`src/rtl/gpio_pkg.sv`:
```
// Shared types and helpers for the GPIO input conditioning path.
// Parity helper zero-extends its operand, so any width up to GPIO_MAX_W works.
package gpio_pkg;

  localparam int GPIO_DATA_W = 16;
  localparam int GPIO_MAX_W  = 64;

  typedef enum logic {
    IDLE     = 1'b0,
    SETTLING = 1'b1
  } gpio_state_t;

  function automatic logic gpio_parity(
    input logic [GPIO_MAX_W-1:0] data,
    input logic                  odd
  );
    return (^data) ^ odd;
  endfunction

endpackage

```
`src/rtl/gpio_sync2.sv`:
```
// Two-flop synchronizer for raw pad inputs.
// Cleared only by the block reset.
module gpio_sync2 #(
  parameter int W = 16
) (
  input  logic         clk,
  input  logic         rst,
  input  logic [W-1:0] d,
  output logic [W-1:0] q
);

  logic [W-1:0] sync1;

  always_ff @(posedge clk) begin
    if (rst) begin
      sync1 <= '0;
      q     <= '0;
    end else begin
      sync1 <= d;
      q     <= sync1;
    end
  end

endmodule

```
`src/rtl/gpio_in_conditioner.sv`:
```
// Synchronizes, debounces and parity-tags GPIO pad inputs.
// One shared counter: any restart delays the whole word.
module gpio_in_conditioner
  import gpio_pkg::*;
#(
  parameter int DATA_W          = GPIO_DATA_W,
  parameter int DEBOUNCE_CYCLES = 4
) (
  input  logic              HCLK,
  input  logic              HRESET,
  input  logic [DATA_W-1:0] PIN_IN,
  input  logic              PARITYSEL,
  input  logic              PERR_INJ,
  output logic [DATA_W:0]   GPIOIN,
  output logic              CHANGE,
  output logic              STABLE
);

  localparam int CNT_W = $clog2(DEBOUNCE_CYCLES);
  localparam logic [CNT_W-1:0] CNT_MAX =
    CNT_W'(DEBOUNCE_CYCLES - 1);

  logic [DATA_W-1:0] sync2;
  logic [DATA_W-1:0] cand;
  logic [DATA_W-1:0] deb;
  logic [CNT_W-1:0]  cnt;
  logic              change_q;
  logic              differ;
  logic              at_max;
  gpio_state_t       state;
  gpio_state_t       state_nxt;

  gpio_sync2 #(
    .W (DATA_W)
  ) u_sync (
    .clk (HCLK),
    .rst (HRESET),
    .d   (PIN_IN),
    .q   (sync2)
  );

  assign differ = (sync2 != cand);
  assign at_max = (cnt == CNT_MAX);

  always_ff @(posedge HCLK) begin
    if (HRESET) begin
      state <= IDLE;
    end else begin
      state <= state_nxt;
    end
  end

  always_comb begin
    state_nxt = state;
    unique case (state)
      IDLE: begin
        if (sync2 != deb) begin
          state_nxt = SETTLING;
        end
      end
      SETTLING: begin
        if (!differ && at_max) begin
          state_nxt = IDLE;
        end
      end
      default: state_nxt = IDLE;
    endcase
  end

  always_comb begin
    STABLE = (state == IDLE);
  end

  always_ff @(posedge HCLK) begin
    if (HRESET) begin
      cand     <= '0;
      deb      <= '0;
      cnt      <= '0;
      change_q <= 1'b0;
    end else begin
      change_q <= 1'b0;
      unique case (state)
        IDLE: begin
          if (sync2 != deb) begin
            cand <= sync2;
            cnt  <= '0;
          end
        end
        SETTLING: begin
          if (differ) begin
            cand <= sync2;
            cnt  <= '0;
          end else if (at_max) begin
            deb      <= cand;
            change_q <= (cand != deb);
          end else begin
            cnt <= cnt + CNT_W'(1);
          end
        end
        default: begin
          cnt <= '0;
        end
      endcase
    end
  end

  // Parity stays combinational so PARITYSEL acts in the same cycle.
  assign GPIOIN = {
    gpio_parity(GPIO_MAX_W'(deb), PARITYSEL) ^ PERR_INJ,
    deb
  };
  assign CHANGE = change_q;

endmodule
```
`config.mk`:
```
export PLATFORM = sky130hd
export DESIGN_NAME = gpio_in_conditioner
export DESIGN_NICKNAME = d
export VERILOG_FILES = /design/src/rtl/gpio_pkg.sv /design/src/rtl/gpio_sync2.sv /design/src/rtl/gpio_in_conditioner.sv
export SDC_FILE = /design/constraint.sdc
export NUM_CORES = 1
export LEC_CHECK = 0
export ABC_CLOCK_PERIOD_IN_PS = 2050
export CAP_MARGIN = 10
export CORE_MARGIN = 2
export CORE_UTILIZATION = 50
export DETAILED_ROUTE_END_ITERATION = 10
export GPL_ROUTABILITY_DRIVEN = 0
export MAX_ROUTING_LAYER = met4
export PLACE_DENSITY = 0.74
export SYNTH_ARGS = -nofsm -noshare
export SYNTH_HDL_FRONTEND = slang
export SYNTH_HIERARCHICAL = 1
export SYNTH_SLANG_ARGS = --single-unit
```
`constraint.sdc`:
```
create_clock -name HCLK -period 2.05 [get_ports HCLK]
set_clock_uncertainty 0.05 [all_clocks]
set_input_delay 0.5125 -clock HCLK [delete_from_list [all_inputs] [get_ports HCLK]]
set_output_delay 0.5125 -clock HCLK [all_outputs]
set_load 0.1 [all_outputs]
```
==> flow_metrics.env <==
export IMPL_core_area_sq_mm=0.00557
export IMPL_syn_avg_cell_area_sq_um=10.6
export IMPL_hp_class="reg2reg"
export IMPL_status="complete, but fails checks"
export IMPL_dp_hpwl_microns=4010
export IMPL_worst_path_largest_cell_delay_ns=0.37
export IMPL_cts_clk_slew_worst_paths_ns=0.08
export IMPL_synth_seq_cells=68
export IMPL_path_max_fanout=2
export IMPL_maxSlewViolCount=0
export IMPL_grt_pass1_wl_microns=9150
export IMPL_fin_nets=356
export IMPL_initial_core_util_pct=52.2
export IMPL_setup_slack_ns=-0.314
export IMPL_required_ns=1.49
export IMPL_tightest_slew_ns=0.354
export IMPL_crit_path_end_kind="primary output"
export IMPL_cp_arrival_ns=1.80
export IMPL_num_antenna_cells=0
export IMPL_io_pins=39
export IMPL_start_kind="flip-flop"
export IMPL_drive_gt1_share_pct=26.8
export IMPL_die_height_microns=80.3
export IMPL_cts_max_level=3
export IMPL_yosys_top_cells_area="dfxtp_1 (47%), xnor2_1 (17%), mux2i_1 (11%), nor2b_1 (7.1%), nor2_1 (4.3%)"
export IMPL_tritoncts="done"
export IMPL_ctsLongestPathBuffers=2
export IMPL_finalSetupViolCount=1
export IMPL_wl_microns=5720
export IMPL_failed_checks="negative setup slack"
export IMPL_slew_headroom_pct=76.2
export IMPL_routed_via_density=4.85
export IMPL_rsz0062_at_grt="yes"
export IMPL_finalHoldViolCount=0
export IMPL_syn_nets=295
export IMPL_syn_area_sq_mm=0.00291
export IMPL_numPortBuffers=38
export IMPL_dieArea_sq_mm=0.00645
export IMPL_finalCritPeriodShare_pct=115
export IMPL_grt_max_degree=31
export IMPL_critical_path_slowest_cell="dfxtp_4"
export IMPL_clockRootBuffer="clkbuf_8"
export IMPL_syn_inst=274
export IMPL_antenna_left=0
export IMPL_cp_common_cell="xnor2_2"
export IMPL_leakagePower_nw=1.73
export IMPL_areaGrowthSynthToFinish_pct=39.2
export IMPL_holdWs_ns=0.384
export IMPL_drc=0
export IMPL_clk_latency_ns=0.34
export IMPL_power_w=0.00276
export IMPL_grt_overflow=0
export IMPL_cts_buffers=9
export IMPL_antenna_found_initial=0
export IMPL_synth_seq_area_share_pct=46.8
export IMPL_fmax_mhz=423
export IMPL_synth_distinct_cells=28
export IMPL_ctsHoldBuffers=0
export IMPL_die_x_microns=80.3
export IMPL_routedWlPerCell_microns=13.9
export IMPL_clock_sinks=68
export IMPL_yosys_warnings=6
export IMPL_yosys_area_top_type="dfxtp_1"
export IMPL_drt_iter0_markers=104
export IMPL_worst_ir_drop_vdd_uv=614
export IMPL_criticalPathCategory="reg2out"
export IMPL_num_vias=1997
export IMPL_fp_row_count=27
export IMPL_critPathBufInv=1
export IMPL_path_cells="xnor2_4, xnor2_2, xnor2_2, xnor2_2, xnor2_4, buf_12"
export IMPL_grt_pass1_vias=1916
export IMPL_p_per_area_mw_per_mm2=681
export IMPL_synth_top_area_share_pct=46.8
export IMPL_cap_violations=0
export IMPL_cpLargestDelayFamily="XOR/XNOR gates"
export IMPL_grt_use_total_pct=19.7
export IMPL_dr_pass1_iters=4
export IMPL_finalCriticalPeriod_ns=2.36
[cell usage after synthesis (all sizes together)]
cell,count
a21boi,1
ha,1
clkbuf,4
xor2,4
or4,1
nor4,3
nand4,9
xnor2,58
nand2b,2
a22o,1
dfxtp,68
or4b,1
nor3,2
or2b,1
nor2b,33
mux2i,32
nand3,3
a22oi,1
o221ai,1
nor2,33
buf,6
inv,4
o21ai,3
nand2,2
[cell families after synthesis]
kind of cell	share of synthesized area (%)
adders and majority gates	0.430
muxes	11.0
buffers and inverters	3.09
DFF	46.8
xor gates and xnor gates	18.7
and+or+nand+nor	17.7
AOI/OAI and AO/OA	2.32
[state kept, by name (all words and copies together), names as in the netlist]
name / count
cand: 16
deb: 16
u_sync/q: 16
u_sync/sync1: 16
cnt: 2
CHANGE: 1
state: 1
[worst paths after layout]
check / from / endpoint / slack [ns] / depth (start not counted)
worst min-delay path: u_sync/sync1[6] / u_sync/q[6] / 0.38 / 1
worst max register to register: deb[12] / cand[12] / 0.07 / 8
worst min register to register: u_sync/sync1[6] / u_sync/q[6] / 0.38 / 1
worst max-delay path: deb[11] / GPIOIN[16] / -0.31 / 6
[where the power goes]
| part | internal [W] | switching, W |
|---|---|---|
| Sequential | 0.00134 | 0.0000341 |
| Combinational | 0.000161 | 0.000147 |
| Clock | 0.000581 | 0.000491 |
[cells in the final DEF (no fill, tap or decap), types with 2 or more instances in the layout]
| cell type | n |
|---|---|
| dfxtp_1 | 52 |
| xnor2_1 | 47 |
| nor2_1 | 33 |
| nor2b_1 | 33 |
| mux2i_1 | 32 |
| buf_12 | 20 |
| buf_4 | 20 |
| clkdlybuf4s50_1 | 17 |
| dfxtp_4 | 14 |
| clkbuf_8 | 11 |
| nand4_1 | 9 |
| xnor2_2 | 8 |
| inv_1 | 4 |
| xor2_1 | 3 |
| xnor2_4 | 3 |
| nand3_1 | 3 |
| nor4_4 | 2 |
| nand2_1 | 2 |
| nand2b_1 | 2 |
| o21ai_1 | 2 |
| clkbuf_1 | 2 |
| dfxtp_2 | 2 |
[what timing repair did]
| action | CTS | global route |
|---|---|---|
| pin swaps | 6 | 9 |
| resized for setup | 4 | 13 |
| setup endpoints to repair | 2 | 22 |
| buffers inserted | 4 | 2 |
[final cells by class]
cell class | count | area (sq um)
multi-input combinational | 192 | 1590
clock inverter | 2 | 13.8
inverter | 4 | 15.0
clock buffer | 14 | 184
tap | 72 | 90.1
timing repair buffer | 60 | 742
fill | 395 | 1520
sequential | 68 | 1420
[per-layer routing]
layer	wire length, microns	vias to the layer above	global-route usage (%)
met4	67	0	8.81
met3	215	5	4.83
met1	2570	936	24.1
li1	-	1019	-
met5	0	-	-
met2	2870	37	31.0
[metrics by stage]
stage	instances	setup TNS [ns]	util [%]	setup WS [ns]	instance area (sq um)
after global routing	412	-0.369	72.7	-0.368	4050
after global placement	390	-0.618	66.2	-0.618	3690
final	412	-0.314	72.7	-0.314	4050
after detailed placement	390	-0.618	66.2	-0.618	3690
after floorplan	274	-0.351	-	-0.351	2990
after CTS	410	-0.344	70.8	-0.344	3950
Note: power is estimated with default switching activity, not from simulation.
